File: src/rtl/riscv_pkg.sv
// riscv_pkg: shared run-controller state encoding and default tohost address.
package riscv_pkg;
    typedef enum logic [1:0] {ST_HOLD, ST_RUN, ST_DONE, ST_TMO} run_state_e;
    localparam logic [31:0] TOHOST_ADDR_DEFAULT = 32'h0000_0FFC;
endpackage

File: src/rtl/run_controller_sat_counter.sv
// sat_counter: up-counter with enable and synchronous clear that sticks at all-ones.
module sat_counter #(
    parameter int W = 32
) (
    input  logic         clk,
    input  logic         clr,
    input  logic         en,
    output logic [W-1:0] q
);
    logic [W-1:0] q_d, q_q;
    always_comb q_d = clr ? '0 : (en && q_q != '1) ? q_q + W'(1) : q_q;
    always_ff @(posedge clk) q_q <= q_d;
    assign q = q_q;
endmodule

File: src/rtl/run_controller.sv
// run_controller: holds the core in reset, runs it, and ends the run on a tohost write or timeout.
module run_controller
    import riscv_pkg::*;
#(
    parameter int              XLEN        = 32,
    parameter int              CNT_W       = 32,
    parameter int              RST_CYCLES  = 2,
    parameter int              TIMEOUT     = 50,
    parameter logic [XLEN-1:0] TOHOST_ADDR = XLEN'(TOHOST_ADDR_DEFAULT)
) (
    input  logic             clk,
    input  logic             rst,
    output logic             core_rst,
    input  logic             instr_valid,
    input  logic             mem_we,
    input  logic [XLEN-1:0]  mem_addr,
    input  logic [XLEN-1:0]  mem_wdata,
    output logic             done,
    output logic             pass,
    output logic [XLEN-1:0]  fail_code,
    output logic             timeout,
    output logic [CNT_W-1:0] cycle_cnt,
    output logic [CNT_W-1:0] instret_cnt
);
    localparam logic [7:0]  HOLD_LAST = 8'(RST_CYCLES - 1);
    // Wide compare so a narrow counter that saturates below TIMEOUT never aliases onto it.
    localparam logic [63:0] TMO_LAST  = 64'(TIMEOUT - 1);
    run_state_e      state_d, state_q;
    logic [7:0]      hold_cnt_d, hold_cnt_q;
    logic            core_rst_d, core_rst_q;
    logic            done_d, done_q, pass_d, pass_q, timeout_d, timeout_q;
    logic [XLEN-1:0] fail_code_d, fail_code_q;
    logic            in_run, hit, tmo_hit;
    always_comb begin
        in_run      = state_q == ST_RUN;
        hit         = in_run && mem_we && mem_addr == TOHOST_ADDR && mem_wdata != '0;
        tmo_hit     = in_run && !hit && 64'(cycle_cnt) == TMO_LAST;
        hold_cnt_d  = state_q == ST_HOLD && hold_cnt_q != HOLD_LAST ? hold_cnt_q + 8'd1 : hold_cnt_q;
        state_d     = state_q == ST_HOLD && hold_cnt_q == HOLD_LAST ? ST_RUN :
                      hit ? ST_DONE : tmo_hit ? ST_TMO : state_q;
        done_d      = done_q | hit;
        pass_d      = hit ? mem_wdata == XLEN'(1) : pass_q;
        fail_code_d = hit ? (mem_wdata == XLEN'(1) ? '0 : mem_wdata >> 1) : fail_code_q;
        timeout_d   = timeout_q | tmo_hit;
        core_rst_d  = state_d != ST_RUN;
    end
    always_ff @(posedge clk) begin
        if (rst) begin
            state_q     <= ST_HOLD;
            hold_cnt_q  <= '0;
            core_rst_q  <= 1'b1;
            done_q      <= 1'b0;
            pass_q      <= 1'b0;
            fail_code_q <= '0;
            timeout_q   <= 1'b0;
        end else begin
            state_q     <= state_d;
            hold_cnt_q  <= hold_cnt_d;
            core_rst_q  <= core_rst_d;
            done_q      <= done_d;
            pass_q      <= pass_d;
            fail_code_q <= fail_code_d;
            timeout_q   <= timeout_d;
        end
    end
    sat_counter #(.W(CNT_W)) u_cycle (
        .clk(clk), .clr(rst), .en(in_run), .q(cycle_cnt)
    );
    sat_counter #(.W(CNT_W)) u_instret (
        .clk(clk), .clr(rst), .en(in_run && instr_valid), .q(instret_cnt)
    );
    assign core_rst  = core_rst_q;
    assign done      = done_q;
    assign pass      = pass_q;
    assign fail_code = fail_code_q;
    assign timeout   = timeout_q;
endmodule
File: config.mk
export PLATFORM = sky130hd
export DESIGN_NAME = run_controller
export DESIGN_NICKNAME = d
export VERILOG_FILES = /design/src/rtl/riscv_pkg.sv /design/src/rtl/run_controller_sat_counter.sv /design/src/rtl/run_controller.sv
export SDC_FILE = /design/constraint.sdc
export NUM_CORES = 1
export LEC_CHECK = 0
export ABC_AREA = 1
export CORE_AREA = 2 2 124 126
export CTS_BUF_LIST = sky130_fd_sc_hd__clkbuf_4 sky130_fd_sc_hd__clkbuf_8
export DETAILED_ROUTE_END_ITERATION = 16
export DIE_AREA = 0 0 126 128
export PLACE_DENSITY = 0.74
export SYNTH_ARGS = -nofsm -noshare
export SYNTH_HDL_FRONTEND = slang
export SYNTH_SLANG_ARGS = --single-unit
File: constraint.sdc
create_clock -name clk -period 1.88 [get_ports clk]
set_input_delay 0.282 -clock clk [delete_from_list [all_inputs] [get_ports clk]]
set_output_delay 0.282 -clock clk [all_outputs]
set_load 0.01 [all_outputs]
# [Word-level counts from Yosys, hierarchy flattened]
# Cells that the tools add are included.
[word_totals] regBits=110 latch_bits=0 ram_bits=0 rom_bits=0 in_bits=68 output_inout_bits=100 word_cells=40 n_memories=0
[op_classes] add_sub_neg=3 mul=0 n_div=0 n_lt_le_gt_ge=0 eq_ne=9 shifts=0 n_mux=4 bitwise=2 n_reduce_logical=13
[op_table] op="32-bit by 1-bit adder with 32-bit output, second input constant" n=2
[op_table] op="32-bit inequality test, second input constant" n=2
[op_table] op="32-bit by 1-bit equality test with 1-bit output, second input constant" n=1
[op_table] op="32-bit by 12-bit equality test with 1-bit output, second input constant" n=1
[op_table] op="32-bit by 6-bit equality test with 1-bit output, second input constant" n=1
[op_table] op="32-bit nonzero test" n=1
[op_table] op="31-bit two-way mux" n=1
[op_table] op="1-bit logical AND" n=10
[op_table] op="8-bit by 1-bit adder with 8-bit output, second input constant" n=1
[op_table] op="8-bit by 1-bit equality test with 1-bit output, second input constant" n=1
[op_table] op="8-bit by 1-bit inequality test with 1-bit output, second input constant" n=1
[op_table] op="2-bit two-way mux" n=3
[op_table] op="2-bit by 1-bit equality test with 1-bit output, second input constant" n=1
[op_table] op="2-bit logical NOT" n=1
[op_table] op="2-bit by 1-bit inequality test with 1-bit output, second input constant" n=1
[op_table] op="1-bit OR" n=2
[op_table] op="1-bit logical NOT" n=1

# [Depth between registers and ports, before layout]
# Gate-level depths: netlist of run 1.
[logic_depth] ltp_word=11 depth_mapped=12 depth_no_buf=12

# [Cells and area by module]
# A second synthesis of run 1 with hierarchy kept.
[hier_totals] cells_unflattened=1020 area_unflattened_um2=6616.3
[modules_own_cells] module="sat_counter" instances=2 cells_per_inst=324 area_per_inst_um2=2062.0 seq_area_each_um2=640.6
[modules_own_cells] module="run_controller" instances=1 cells_per_inst=372 area_per_inst_um2=2492.4 seq_area_each_um2=900.9

# [Worst setup path before layout of run 1]
# OpenSTA, ideal clock, no wires.
[synth_path] path_kind="register to register" start="register u_instret.q_q[1] (netlist: u_instret.q[1])" end="register u_instret.q_q[9] (netlist: u_instret.q[9])" t_arrival_ns=1.566 t_required_ns=1.745 setup_slack_ns=0.179 stages_incl_launch_ff=12 path_buffers=1 cell_sequence="dfxtp_1 -> ha_1 -> nand2_1 -> nor2_2 -> nand2_2 -> nor2_4 -> nand2_2 -> nand2_4 -> inv_4 -> buf_2 -> nand2_1 -> a21oi_1"
[synth_via] elab_chain_len=2 word_cells_on_any_way=3 classes_between="1 x add/sub; 1 x eq/ne; 1 x reduce/logical"
[synth_lines] item="start, declared" line="run_controller_sat_counter.sv:10" rtl="logic [W-1:0] q_d, q_q;"
[synth_lines] item="start signal, assigned" line="run_controller_sat_counter.sv:12" rtl="always_ff @(posedge clk) q_q <= q_d;"
[synth_lines] item="parallel branches: the longest is 2 deep, another holds 32-bit by 1-bit adder with 32-bit output"
# Several ways; the timed one is not identified.
# A chain may end at the register's enable or synchronous reset.

# [Final worst setup path of run 1]
[layout_path] start="register u_cycle.q_q[22] (netlist: u_cycle.q[22])" end="output port cycle_cnt[22]"
[layout_lines] item="start, declared" line="run_controller_sat_counter.sv:10"
[layout_lines] item="start signal, assigned" line="run_controller_sat_counter.sv:12"
[layout_lines] item="end, declared" line="run_controller.sv:22" rtl="output logic [CNT_W-1:0] cycle_cnt,"
# No word-level cell between the ends.

==> results of run 1 <==
-- layout make-up --
type	instances	share of cell area (%)
inverters	64	2.66
repair buffers	240	24.8
clock buffers	11	1.52
flip-flops and latches	109	23.9
well taps	188	2.58
clock inverters	5	1.17
multi-input cells	808	43.4
-- logic make-up after synthesis --
group / share of synthesized area, %
AO/OA/AOI/OAI: 9.75
XOR/XNOR: 3.75
adder cells (fa/ha/maj): 0.956
buffers and inverters: 6.63
flip-flops: 33.3
other: 0.0573
AND/OR/NAND/NOR: 45.5
-- synth_stat cells --
library cell  number  area [um2]
nand2_1          355        1330
nor2_1           187         702
dfxtp_1          109        2180
a21oi_1           74         370
inv_1             60         225
nand3_1           31         155
nand3_2           30         300
xor2_1            22         193
a21oi_2           18         158
nand3b_1          17         128
clkbuf_1          12        45.0
o21ai_0           12        60.1
buf_2              9        45.0
buf_6              8        90.1
nor2_2             8        50.1
nand2_2            6        37.5
nand4_1            6        37.5
xnor2_1            6        52.6
ha_1               5        62.6
nor3_1             5        25.0
nor3b_1            5        37.5
inv_2              3        11.3
nand2_4            3        33.8
nor2_4             3        33.8
nor2_8             3        60.1
o21ai_1            3        15.0
o21bai_1           2        15.0
a21boi_2           1        11.3
buf_1              1        3.75
buf_4              1        7.51
conb_1             1        3.75
inv_4              1        6.26
nand2_8            1        20.0
nor3b_2            1        12.5
o21ai_2            1        8.76
or2_1              1        6.26
or3_1              1        6.26
-- registers in the layout, indices dropped and copies added (netlist names) --
register     flops
core_rst         1
done             1
fail_code       31
hold_cnt_q       8
pass             1
state_q          2
timeout          1
u_cycle.q       32
u_instret.q     32
-- power breakdown --
| part | internal (uW) | leakage (uW) | switching (uW) | total, uW |
|---|---|---|---|---|
| clock | 921 | 0.000121 | 846 | 1770 |
| combinational | 464 | 0.00233 | 648 | 1110 |
| sequential | 2370 | 0.000879 | 55.3 | 2430 |
-- metal layers --
metal | global-route usage (%) | wire, um | up-vias
met5 | 0 | 0 | -
met4 | 9.70 | 480 | 0
met3 | 3.17 | 1040 | 33
met2 | 37.1 | 8570 | 202
met1 | 30.4 | 8660 | 3155
li1 | - | - | 3635
-- stage by stage --
stage	instance area (um2)	std cells	setup TNS [ps]	utilization [%]	setup WS [ps]
floorplan	6540	1012	0	-	179
global placement	8830	1408	-359	59.4	-24.6
detailed placement	8830	1408	-1220	59.4	-74.3
CTS	9080	1424	0	61.1	83.0
global route	9120	1425	0	61.4	1.41
finish	9120	1425	0	61.4	107
-- what timing repair did --
item,in CTS,in global routing
hold buffers,0,0
endpoints found under the setup margin,0,39
buffers inserted,0,1
resized for setup,0,11
-- worst paths after layout --
| kind | from | to | slack, ps | cells after the start |
|---|---|---|---|---|
| max | u_cycle.q[22]$_SDFFE_PP0P_ | cycle_cnt[22] | 110 | 1 |
| min | rst | u_instret.q[8]$_SDFFE_PP0P_ | 340 | 4 |
| max reg2reg | u_cycle.q[0]$_SDFFE_PP0P_ | u_cycle.q[31]$_SDFFE_PP0P_ | 120 | 10 |
| min reg2reg | fail_code[25]$_SDFFE_PP0P_ | fail_code[25]$_SDFFE_PP0P_ | 460 | 2 |
-- worst min-delay path, cell delays in order --
cell and delay [ps]:
buf_4 100, inv_1 170, nand2_1 120, nor2_1 30
==> results.md, run 1 <==
- CTS tree: done
- Max Slew Vio Count: 0
- Commonest non-fill, non-tap cell in the layout: nand2_1
- Type of the most critical hold path: in -> reg
- DR DRC count: 0
- Outcome: finished, final reports clean
- CTS root buffer: clkbuf_8
- Die width: 126 um
- Worst path max stage delay: 630 ps
- WP buf/inv: 1
- Diode insertion count for antenna repair: 0
- Most frequent cells in the layout: nand2_1, nor2_1, clkdlybuf4s50_1
- Core box area: 0.0149 mm2
- Number of detailed-route iterations in the first pass: 5
- Number of global-route vias before repair: 6513
- Tot Pwr: 5310 uW
- Fill count: 1411
- Via count: 7025
- Skew final: 7.93 ps
- GRT Overall Usage: 22.8%
- Hold Fails Final Rpt: 0
- Initial antenna violation count: 0
- Hold Slack: 337 ps
- Syn-to-layout area delta: 39.4%
- Max VDD drop: 0.000402 V
- Via density: 4.93
- Critical-path maximum fanout: 6
- Final Setup Violations: 0
- Nets: 1305
- Post-DP HPWL: 14100 um
- Fraction of layout cells with a size suffix above 1: 14.1%
- Flip-flop and latch count after synthesis: 109
- PortBufs: 166
- Routed Antenna Nets: 0
- RePlAce Congestion: 0.951
- Routed WL: 18700 um
- 1st-iter DRT viols: 414
- Startpoint types: flip-flop
- Mean post-synth cell area: 6.47 um2
- Syn Inst Count: 1012
- Critical path type: reg -> out
- CTS H-tree depth: 3
- I/O pins: 168
- Power density cells: 582 mW/mm2
- Mapped Area: 0.00654 mm2
- CTS Buffer Depth: 2
- Fmax: 564 MHz
- CP top delay family: buffers and inverters
- Critical Path RT: 1600 ps
- WL/cell: 13.2 um
- Yosys warns: 0
- Max Cap Viol: 0
- Distinct cell type count after synthesis: 37
- Clock Sinks: 109
- Die area: 0.0161 mm2
- Crit end category: output pin
- Ordered list of cells on the worst path: clkdlybuf4s50_1
- Global-route wire length before repair: 30400 um
- Largest net degree at the start of global routing: 85
- Tcrit/Tclk final: 94.3%
- Syn nets: 1085
- Clock Latency Late Sink: 390 ps
- FP Rows: 45
- Multi-input logic area: 0.00396 mm2
- Tmin final: 1770 ps
- CP max stage cell: clkdlybuf4s50_1
- Clock transition at the registers of the reported paths: 110 ps
- Storage element area: 0.00218 mm2
- Grt ovf: 0
- Initial core utilization: 44.0%
- Leakage power: 0.00333 uW
- Die Span Y: 128 um
- RSZ-0062 raised after global routing: false
- Post-synthesis sequential area ratio: 33.3%
- WP data arrival: 1490 ps
- CTS Buf Count: 9
(Power assumes the default switching activity.)
==> run 2: changes to the inputs <==
--- a/config.mk
+++ b/config.mk
@@ -6,11 +6,13 @@
 export NUM_CORES = 1
 export LEC_CHECK = 0
 export ABC_AREA = 1
+export CAP_MARGIN = 0
 export CORE_AREA = 2 2 124 126
 export CTS_BUF_LIST = sky130_fd_sc_hd__clkbuf_4 sky130_fd_sc_hd__clkbuf_8
 export DETAILED_ROUTE_END_ITERATION = 16
 export DIE_AREA = 0 0 126 128
 export PLACE_DENSITY = 0.74
+export SKIP_LAST_GASP = 1
 export SYNTH_ARGS = -nofsm -noshare
 export SYNTH_HDL_FRONTEND = slang
 export SYNTH_SLANG_ARGS = --single-unit
==> run 2 against run 1 <==
Final cell count unchanged. Clock skew about the same. Worst hold slack gained 0.71 ps. Worst setup slack about the same. Global-route usage is the same. Highest routed layer unchanged. Critical path type unchanged. Utilization did not move.
==> results.md, run 2 (same netlist as run 1, synthesis figures left out) <==
- Fill count: 1411 (unchanged)
- Die area: 0.0161 mm2 (unchanged)
- RePlAce Congestion: 0.951 (unchanged)
- Crit end category: output pin
- Commonest non-fill, non-tap cell in the layout: nand2_1
- CTS Buffer Depth: 2 (unchanged)
- RSZ-0062 raised after global routing: true
- Max Cap Viol: 0 (unchanged)
- PortBufs: 166 (unchanged)
- CTS Buf Count: 9 (unchanged)
- Max Slew Vio Count: 0 (unchanged)
- Fraction of layout cells with a size suffix above 1: 14.1% (unchanged)
- Clock Latency Late Sink: 390 ps (about the same)
- Hold Slack: 338 ps (+0.712 ps)
- Core Util, Final: 61.4% (unchanged)
- Critical Path RT: 1600 ps (about the same)
- Number of global-route vias before repair: 6513 (unchanged)
- Number of detailed-route iterations in the first pass: 5 (unchanged)
- Most frequent cells in the layout: nand2_1, nor2_1, clkdlybuf4s50_1
- Fmax: 564 MHz (about the same)
- Startpoint types: flip-flop
- GRT Overall Usage: 22.8% (unchanged)
- Final Setup Violations: 0 (unchanged)
- Routed Antenna Nets: 0 (unchanged)
- Tmin final: 1770 ps (-0.244 ps)
- Max VDD drop: 0.000404 V (+0.29%)
- Initial antenna violation count: 0 (unchanged)
- Type of the most critical hold path: in -> reg
- CP top delay family: buffers and inverters
- WP buf/inv: 1 (unchanged)
- CTS tree: done
- Post-DP HPWL: 14100 um (unchanged)
- CP max stage cell: clkdlybuf4s50_1
- WP data arrival: 1490 ps (about the same)
- Worst path max stage delay: 630 ps (about the same)
- CTS root buffer: clkbuf_8
- Tot Pwr: 5310 uW (about the same)
- Critical-path maximum fanout: 6 (unchanged)
- Initial core utilization: 44.0% (unchanged)
- Cts-stage hold buffer count: 0 (unchanged)
- Syn-to-layout area delta: 39.4% (unchanged)
- Outcome: finished, final reports clean
- Grt ovf: 0 (unchanged)
- CTS H-tree depth: 3 (unchanged)
- Skew final: 8.16 ps (+0.230 ps)
- Power density cells: 582 mW/mm2 (about the same)
- WL/cell: 13.2 um (+0.10%)
- DR DRC count: 0 (unchanged)
- Global-route wire length before repair: 30400 um (unchanged)
- Routed WL: 18800 um (+0.10%)
- Critical path type: reg -> out
- Via density: 4.93 (about the same)
- Ordered list of cells on the worst path: clkdlybuf4s50_1
- Hold Fails Final Rpt: 0 (unchanged)
- Clock transition at the registers of the reported paths: 110 ps (about the same)
- Largest net degree at the start of global routing: 85 (unchanged)
- 1st-iter DRT viols: 416 (+0.48%)
- I/O pins: 168 (unchanged)
- Core box area: 0.0149 mm2 (unchanged)
- Clock Sinks: 109 (unchanged)
- FP Rows: 45 (unchanged)
- Die width: 126 um (unchanged)
- Leakage power: 0.00333 uW (about the same)
- Nets: 1305 (unchanged)
- Diode insertion count for antenna repair: 0 (unchanged)
- Die Span Y: 128 um (unchanged)
- Via count: 7027 (+0.028%)
- Tcrit/Tclk final: 94.3% (about the same)
-- run 2: final timing paths --
| path | from | end | slack, ps | cells past startpoint |
|---|---|---|---|---|
| max | u_cycle.q[22]$_SDFFE_PP0P_ | cycle_cnt[22] | 110 | 1 |
| min | rst | u_instret.q[8]$_SDFFE_PP0P_ | 340 | 4 |
| max reg2reg | u_cycle.q[0]$_SDFFE_PP0P_ | u_cycle.q[31]$_SDFFE_PP0P_ | 120 | 10 |
| min reg2reg | fail_code[25]$_SDFFE_PP0P_ | fail_code[25]$_SDFFE_PP0P_ | 460 | 2 |
-- run 2: routing by layer --
layer	GRT usage [%]	vias up	wire, um
met5	0	-	0
met4	9.70	0	496
met3	3.17	35	1010
met2	37.1	198	8560
met1	30.4	3159	8690
li1	-	3635	-
-- run 2: per-stage QoR --
stage | instance area [um2] | TNS (ps) | cells | worst slack (ps)
detailed placement | 8830 | -1220 | 1408 | -74.3
floorplan | 6540 | 0 | 1012 | 179
finish | 9120 | 0 | 1425 | 108
CTS | 9080 | 0 | 1424 | 83.0
global route | 9120 | -30.1 | 1425 | -30.1
global placement | 8830 | -359 | 1408 | -24.6
-- run 2: final cells by class --
class,count,area (um2),share of cell area (%)
Clock inverter,5,106,1.17
Clock buffer,11,139,1.52
Sequential cell,109,2180,23.9
Tap cell,188,235,2.58
Timing Repair Buffer,240,2260,24.8
Inverter,64,243,2.66
Multi-Input combinational cell,808,3960,43.4
-- run 2: report_power, final --
part           switching, uW  total [uW]  internal (uW)
combinational            648        1110            464
sequential              54.6        2430           2370
clock                    847        1770            921
total                   1550        5310           3760
-- run 2: what timing repair did --
item	CTS	global route
gates resized for setup	0	10
endpoints found under the setup margin	0	39
buffers inserted	0	1
